### config.mk
export PLATFORM = sky130hd
export DESIGN_NAME = tdm_demux4
export DESIGN_NICKNAME = d
export VERILOG_FILES = /design/src/rtl/tdm_pkg.sv /design/src/rtl/tdm_demux4.sv
export SDC_FILE = /design/constraint.sdc
export NUM_CORES = 1
export LEC_CHECK = 0
export ABC_AREA = 1
export CORE_MARGIN = 2
export CORE_UTILIZATION = 48
export CTS_CLUSTER_SIZE = 16
export DETAILED_ROUTE_END_ITERATION = 6
export PLACE_DENSITY = 0.78
export SETUP_SLACK_MARGIN = 0.02
export SLEW_MARGIN = 20
export SYNTH_ARGS = -nofsm -noshare
export SYNTH_HDL_FRONTEND = slang
export SYNTH_SLANG_ARGS = --single-unit
### constraint.sdc
create_clock -name clk -period 1.5 [get_ports clk]
set_input_delay 0.3 -clock clk [delete_from_list [all_inputs] [get_ports clk]]
set_output_delay 0.3 -clock clk [all_outputs]
set_load 0.005 [all_outputs]
### src/rtl/tdm_pkg.sv
// Shared definitions for the 4-slot TDM demultiplexer and its mux-side framer.
package tdm_pkg;

  typedef enum logic [1:0] {
    IDLE    = 2'd0,
    COLLECT = 2'd1,
    PCHK    = 2'd2
  } tdm_state_e;

  localparam int TDM_SLOTS = 4;
  localparam int TDM_IDX_W = 2;
  localparam logic [TDM_IDX_W-1:0] TDM_LAST_SLOT = 2'd3;

endpackage

### src/rtl/tdm_demux4.sv
// Demultiplexes a 4-slot TDM stream into a held output frame with ready handshake.
// Optional trailing even-parity beat per frame when TDM_DEMUX_PARITY_EN is defined.
//
// state   | meaning
// IDLE    | waiting for a valid sync beat (slot 0)
// COLLECT | filling slots 1..3 of the collection register
// PCHK    | waiting for the parity beat (parity build only)
module tdm_demux4
  import tdm_pkg::*;
#(
  parameter int W = 1
) (
  input  logic         clk,
  input  logic         rst_n,
  input  logic [W-1:0] din,
  input  logic         din_valid,
  input  logic         sync,
  output logic [W-1:0] d0,
  output logic [W-1:0] d1,
  output logic [W-1:0] d2,
  output logic [W-1:0] d3,
  output logic         out_valid,
  input  logic         out_ready,
  output logic         ovf,
  output logic         resync_err
`ifdef TDM_DEMUX_PARITY_EN
  ,
  output logic         perr
`endif
);

  tdm_state_e                  state_q, state_d;
  logic [TDM_IDX_W-1:0]        cnt_q, cnt_d;
  logic [TDM_SLOTS-1:0][W-1:0] coll_q, coll_d;
  logic [TDM_SLOTS-1:0][W-1:0] dout_q, dout_d;
  logic                        out_valid_q, out_valid_d;
  logic                        ovf_q, ovf_d;
  logic                        rerr_q, rerr_d;
  logic                        frame_done;
  logic                        resync_evt;
`ifdef TDM_DEMUX_PARITY_EN
  logic                        perr_q, perr_d;
  logic                        perr_evt;
`endif

  always_ff @(posedge clk) begin
    if (!rst_n) begin
      state_q <= IDLE;
      cnt_q   <= '0;
      coll_q  <= '0;
    end else begin
      state_q <= state_d;
      cnt_q   <= cnt_d;
      coll_q  <= coll_d;
    end
  end

  always_comb begin
    state_d    = state_q;
    cnt_d      = cnt_q;
    coll_d     = coll_q;
    frame_done = 1'b0;
    resync_evt = 1'b0;
`ifdef TDM_DEMUX_PARITY_EN
    perr_evt   = 1'b0;
`endif
    case (state_q)
      IDLE: begin
        if (din_valid && sync) begin
          coll_d[0] = din;
          cnt_d     = 2'd1;
          state_d   = COLLECT;
        end
      end
      COLLECT: begin
        if (din_valid) begin
          if (sync) begin
            // counter is never 0 here, so any sync aborts a partial frame
            resync_evt = 1'b1;
            coll_d[0]  = din;
            cnt_d      = 2'd1;
          end else begin
            coll_d[cnt_q] = din;
            if (cnt_q == TDM_LAST_SLOT) begin
              cnt_d = '0;
`ifdef TDM_DEMUX_PARITY_EN
              state_d = PCHK;
`else
              state_d    = IDLE;
              frame_done = 1'b1;
`endif
            end else begin
              cnt_d = cnt_q + 2'd1;
            end
          end
        end
      end
`ifdef TDM_DEMUX_PARITY_EN
      PCHK: begin
        if (din_valid) begin
          state_d = IDLE;
          if (din[0] == ^coll_q) frame_done = 1'b1;
          else                   perr_evt   = 1'b1;
        end
      end
`endif
      default: begin
        state_d = IDLE;
        cnt_d   = '0;
      end
    endcase
  end

  always_comb begin
    dout_d      = dout_q;
    out_valid_d = out_valid_q;
    ovf_d       = 1'b0;
    rerr_d      = resync_evt;
`ifdef TDM_DEMUX_PARITY_EN
    perr_d      = perr_evt;
`endif
    if (out_valid_q && out_ready) out_valid_d = 1'b0;
    if (frame_done) begin
      if (out_valid_q && !out_ready) begin
        ovf_d = 1'b1;
      end else begin
        dout_d      = coll_d;
        out_valid_d = 1'b1;
      end
    end
  end

  always_ff @(posedge clk) begin
    if (!rst_n) begin
      dout_q      <= '0;
      out_valid_q <= 1'b0;
      ovf_q       <= 1'b0;
      rerr_q      <= 1'b0;
`ifdef TDM_DEMUX_PARITY_EN
      perr_q      <= 1'b0;
`endif
    end else begin
      dout_q      <= dout_d;
      out_valid_q <= out_valid_d;
      ovf_q       <= ovf_d;
      rerr_q      <= rerr_d;
`ifdef TDM_DEMUX_PARITY_EN
      perr_q      <= perr_d;
`endif
    end
  end

  assign d0         = dout_q[0];
  assign d1         = dout_q[1];
  assign d2         = dout_q[2];
  assign d3         = dout_q[3];
  assign out_valid  = out_valid_q;
  assign ovf        = ovf_q;
  assign resync_err = rerr_q;
`ifdef TDM_DEMUX_PARITY_EN
  assign perr       = perr_q;
`endif

endmodule
==> qor.yml, run 1 <==
status:
  status: "complete, no violations"
final_layout:
  num_antenna_cells: 0
  largest_register_ffs: 3
  nets: 121
  fin_util: 0.649
  drive_gt1_frac: 0.127
  largest_registers: "coll_q (3), cnt_q (2)"
  layoutNonFillerInstCount: 125
  area_delta_synth_final_pct: 27.8
  nFillCells: 119
  regMostFlops: "coll_q"
  final_cell_area_um2: 845
route:
  routed_wire_length_per_instance_um: 9.56
  drtPass1Iterations: 4
  drt_iter0_markers: 6
  routed_via_density: 4.59
  dr_total_vias: 574
  drcViolationCount: 0
  wirelength_mm: 1.20
  ant_nets: 0
die:
  fp-row-count: 13
  io_pins: 13
  start_util: 0.508
  dieArea_mm2: 0.00169
  die-height_um: 41.1
  core_area_mm2: 0.00130
  dieWidth_um: 41.1
sta:
  hold_viol_final: 0
  period_needed_ps: 1420
  max_freq_mhz: 706
  maxSlewViolCount: 0
  setup_viol: 0
  max_slew.worst_pin.slew_ps: 423
  fin_tns_setup_ps: 0
  relSlewSlack: 0.717
  grt_setup_unrepaired: "no"
  finClkSkew_ps: 1.60
  period_share: 0.944
global_routing:
  grt_pass1_vias: 497
  grt_pass1_wl_mm: 1.90
  antenna_found_initial: 0
  grt_max_degree: 8
  gr-total-overflow: 0
  gr-usage-all-layers: 0.182
logic_synthesis:
  synth.area.top_cells: "dfxtp_1, nand2_1, inv_1"
  syn_inst: 92
  synth_seq_cells: 13
  synth_nets: 102
  synth_top_family_by_area: "simple AND/OR/NAND/NOR gates"
  yosys.area_share.simple: 0.347
  seq_area_frac_synth: 0.394
  synth_ff_type: "dfxtp_1"
  synth_top_cell_area_share: 0.394
  yosysWarnings: 0
  synthMuxAreaShare: 0
  synthDistinctLibCells: 17
  synthAdderAreaFrac: 0.0758
  synth_top_cell_by_area: "dfxtp_1"
  yosysMostFrequentCell: "nand2_1"
  synth-xor-area-share: 0
  synth_commonest_cells: "nand2_1, inv_1, dfxtp_1"
  synth_compound_area_frac: 0.0814
  synth_area_um2: 661
  avgSynthCellArea_um2: 7.18
  async_reset_ff_frac: 0
  synth_edf_count: 0
pwr:
  combPwrFrac: 0.111
  p_sw_frac: 0.236
  p_seq_frac: 0.565
  max-vdd-ir-drop_uv: 729
  clockPowerShare: 0.323
  power.switching_uw: 151
  intPower_uw: 487
  leakagePower_nw: 0.391
  power_density_mw_per_mm2: 755
clock_network:
  cts_buffers: 3
  post_cts_buffers: 0
  clock_latency_ps: 270
  path_clk_slew_ps: 70
  cts_buffer_depth: 2
  cts_resized: 0
  root_buffer: "clkbuf_4"
  htree_num_levels: 1
  clock-sinks: 13
  ctsHoldBuffers: 0
  tritoncts: "yes"
worst_setup_path:
  critical_path_buf_inv_count: 1
  worst_setup_path_end_kind: "primary output"
  critical_path.max_stage_delay_ps: 510
  crit_family: "buffers and inverters"
  criticalPathCategory: "flip-flop to primary output"
  cp_slowest_cell: "clkdlybuf4s50_1"
  cp.arrival_ps: 1120
  critical_path.cell_chain: "clkdlybuf4s50_1"
  crit_required_ps: 1200
  crit_fanout: 2
  cp-start-kind: "flip-flop"
min_path:
  hp-class: "flip-flop to flip-flop"
placement:
  place.gp.congestion: 0.722
  hpwlAfterDp_um: 941
  dpl.cell_count: 121
  place_area_um2: 818
  port_buffers: 12
run:
  maxCapViolCount: 0
-- stage by stage --
stage	worst slack (ps)	power, mW	hold WS [ps]
after floorplan	405	0.409	464
after global placement	-40.9	0.438	475
after detailed placement	-70.5	0.440	484
after CTS	58.3	0.654	513
after global routing	25.8	0.681	521
final	84.5	0.638	506
-- layout make-up --
class | count | area, um^2 | share of cell area
Clock buffer | 4 | 26.3 | 0.0311
Timing Repair Buffer | 15 | 143 | 0.169
Tap cell | 15 | 18.8 | 0.0222
Sequential cell | 13 | 260 | 0.308
Inverter | 17 | 63.8 | 0.0756
Multi-Input combinational cell | 61 | 333 | 0.394
-- per-layer routing --
metal / track usage / up-vias / wire, um
met1: 0.194 / 239 / 600
met4: 0.0968 / 0 / 17
li1: - / 317 / -
met3: 0.0815 / 4 / 59
met2: 0.297 / 14 / 519
met5: 0 / - / 0
-- cells by family (layout without fill, tap and decap cells) --
family,Yosys count,count (layout)
AND/OR/NAND/NOR,48,48
adder cells (fa/ha/maj),4,4
buffers and inverters,18,36
flip-flops,13,13
AO/OA/AOI/OAI,9,9
-- cell usage in the layout (no fill, tap or decap) --
cell type,count
inv_1,16
nand2_2,2
o21ai_0,1
nand4_4,1
o21bai_1,3
nor2_1,10
clkbuf_4,3
nor2_2,2
inv_2,1
o22ai_1,1
a21oi_1,4
dfxtp_1,13
nor2_4,2
clkdlybuf4s50_1,12
nand3_1,4
buf_4,3
ha_1,4
nor3_1,1
clkbuf_1,1
nand2_1,26
-- final timing paths --
kind	slack, ps	cells after the start	endpoint	startpoint
worst min-delay path	510	2	d3	d3
worst max-delay path	80	1	d3	d3
worst min register to register	510	2	d3	d3
worst max register to register	280	6	d2	cnt_q[0]
-- power by group through the flow --
stage          registers (mW)  clock network [mW]  logic, mW
2_1_floorplan           0.367                   0     0.0419
3_3_place_gp            0.368                   0     0.0697
3_5_place_dp            0.369                   0     0.0711
4_1_cts                 0.360               0.222     0.0714
5_1_grt                 0.362               0.239     0.0802
6_report                0.361               0.206     0.0709
(Power assumes the default switching activity.)
==> inputs of run 2 (changes only) <==
- CORE_UTILIZATION: 48 -> 45
- PLACE_DENSITY: 0.78 -> 0.74
==> qor.yml, run 2 (synthesis gave the netlist of run 1 again) <==
status:
  status: "complete, no violations"  # unchanged
sta:
  layout_setup_ws_ps: 74.2  # was 84.5 ps
  hold_viol_final: 0  # unchanged
  setup_viol: 0  # unchanged
  relSlewSlack: 0.728  # was 0.717
  maxSlewViolCount: 0  # unchanged
  holdWs_ps: 491  # was 506 ps
  fin_tns_setup_ps: 0  # unchanged
  max_freq_mhz: 701  # was 706 MHz
  period_share: 0.951  # was 0.944
  grt_setup_unrepaired: "no"  # unchanged
  period_needed_ps: 1430  # was 1420 ps
  finClkSkew_ps: 6.76  # was 1.60 ps
  max_slew.worst_pin.slew_ps: 406  # was 423 ps
clock_network:
  clock-sinks: 13  # unchanged
  tritoncts: "yes"  # unchanged
  path_clk_slew_ps: 80  # was 70 ps
  cts_resized: 0  # unchanged
  ctsHoldBuffers: 0  # unchanged
  htree_num_levels: 1  # unchanged
  post_cts_buffers: 0  # unchanged
  cts_buffer_depth: 2  # unchanged
  cts_buffers: 3  # unchanged
  clock_latency_ps: 280  # was 270 ps
  root_buffer: "clkbuf_4"  # unchanged
worst_setup_path:
  critical_path.max_stage_delay_ps: 500  # was 510 ps
  critical_path.cell_chain: "clkdlybuf4s50_1"  # unchanged
  crit_family: "buffers and inverters"  # unchanged
  cp_slowest_cell: "clkdlybuf4s50_1"  # unchanged
  crit_fanout: 2  # unchanged
  worstSetupPathDepth: 1  # unchanged
  critical_path_buf_inv_count: 1  # unchanged
  cp.arrival_ps: 1130  # was 1120 ps
  rr_startpoint: "cnt_q[1]"  # was cnt_q[0]
  worst_setup_path_end_kind: "primary output"  # unchanged
  cp-start-kind: "flip-flop"  # unchanged
  crit_required_ps: 1200  # about the same
  worstSetupStartpoint: "d0"  # was d3
  criticalPathCategory: "flip-flop to primary output"  # unchanged
  ff2ff_path_depth: 6  # unchanged
route:
  drtPass1Iterations: 4  # unchanged
  routed_via_density: 4.81  # was 4.59
  drcViolationCount: 0  # unchanged
  wirelength_mm: 1.35  # was 1.20 mm
  ant_nets: 0  # unchanged
  drt_iter0_markers: 23  # was 6
  dr_total_vias: 611  # was 574
  routed_wire_length_per_instance_um: 10.6  # was 9.56 um
min_path:
  hold_start: "d3"  # unchanged
  hp-class: "flip-flop to flip-flop"  # unchanged
  holdPathStages: 2  # unchanged
die:
  dieArea_mm2: 0.00179  # was 0.00169 mm^2
  dieWidth_um: 42.3  # was 41.1 um
  die-height_um: 42.3  # was 41.1 um
  start_util: 0.495  # was 0.508
  core_area_mm2: 0.00133  # was 0.00130 mm^2
  io_pins: 13  # unchanged
  fp-row-count: 13  # unchanged
run:
  maxCapViolCount: 0  # unchanged
placement:
  port_buffers: 12  # unchanged
  hpwlAfterDp_mm: 1.08  # was 941 um
  place.gp.congestion: 0.807  # was 0.722
  place_ws_ps: -104  # was -70.5 ps
final_layout:
  largest_registers: "coll_q (3), cnt_q (2)"  # unchanged
  regArea_um2: 260  # unchanged
  nFillCells: 126  # was 119
  final_cell_mix: "nand2_1, inv_1, dfxtp_1"  # unchanged
  area_delta_synth_final_pct: 30.1  # was 27.8%
  regMostFlops: "coll_q"  # unchanged
  num_antenna_cells: 0  # unchanged
  nets: 123  # was 121
  drive_gt1_frac: 0.143  # was 0.127
  fin_util: 0.644  # was 0.649
  final_common_cell: "nand2_1"  # unchanged
  largest_register_ffs: 3  # unchanged
  multi_input_area_um2: 333  # unchanged
pwr:
  p_total_uw: 653  # was 638 uW
  max-vdd-ir-drop_uv: 461  # was 729 uV
  leakagePower_nw: 0.401  # was 0.391 nW
  power_density_mw_per_mm2: 759  # was 755 mW/mm^2
global_routing:
  grt_pass1_wl_mm: 2.38  # was 1.90 mm
  antenna_found_initial: 0  # unchanged
  gr-total-overflow: 0  # unchanged
  gr-usage-all-layers: 0.175  # was 0.182
  grt_max_degree: 8  # unchanged
  grt_pass1_vias: 603  # was 497
[run 2: changes by cell type in the layout (fill, tap and decap cells not counted)]
cell	delta
buf_4	+2
[run 2: layout make-up]
| type | instances | share of cell area |
|---|---|---|
| clock buffer | 4 | 0.0306 |
| inverter | 17 | 0.0742 |
| multi-input combinational | 61 | 0.387 |
| sequential | 13 | 0.303 |
| tap | 15 | 0.0218 |
| timing repair buffer | 17 | 0.183 |
[run 2: worst paths after layout]
kind	to	slack (ps)
worst max-delay path	d0	70
worst min-delay path	d3	490
worst max register to register	d1	230
worst min register to register	d3	490
[run 2: metal layers]
layer / routed length, um / GRT usage / vias up
met5: 0 / 0 / -
met4: 31 / 0.0938 / 0
met3: 78 / 0.0733 / 6
met2: 642 / 0.265 / 17
met1: 594 / 0.208 / 269
li1: - / - / 319
[run 2: through the flow]
step	instances	area [um^2]
2_1_floorplan	92	661
3_3_place_gp	123	833
3_5_place_dp	123	833
4_1_cts	127	860
5_1_grt	127	860
6_report	127	860
[run 2: report_power, final]
part | internal, mW | switching (mW)
Combinational | 0.0330 | 0.0420
Sequential | 0.353 | 0.00742
Clock | 0.103 | 0.114
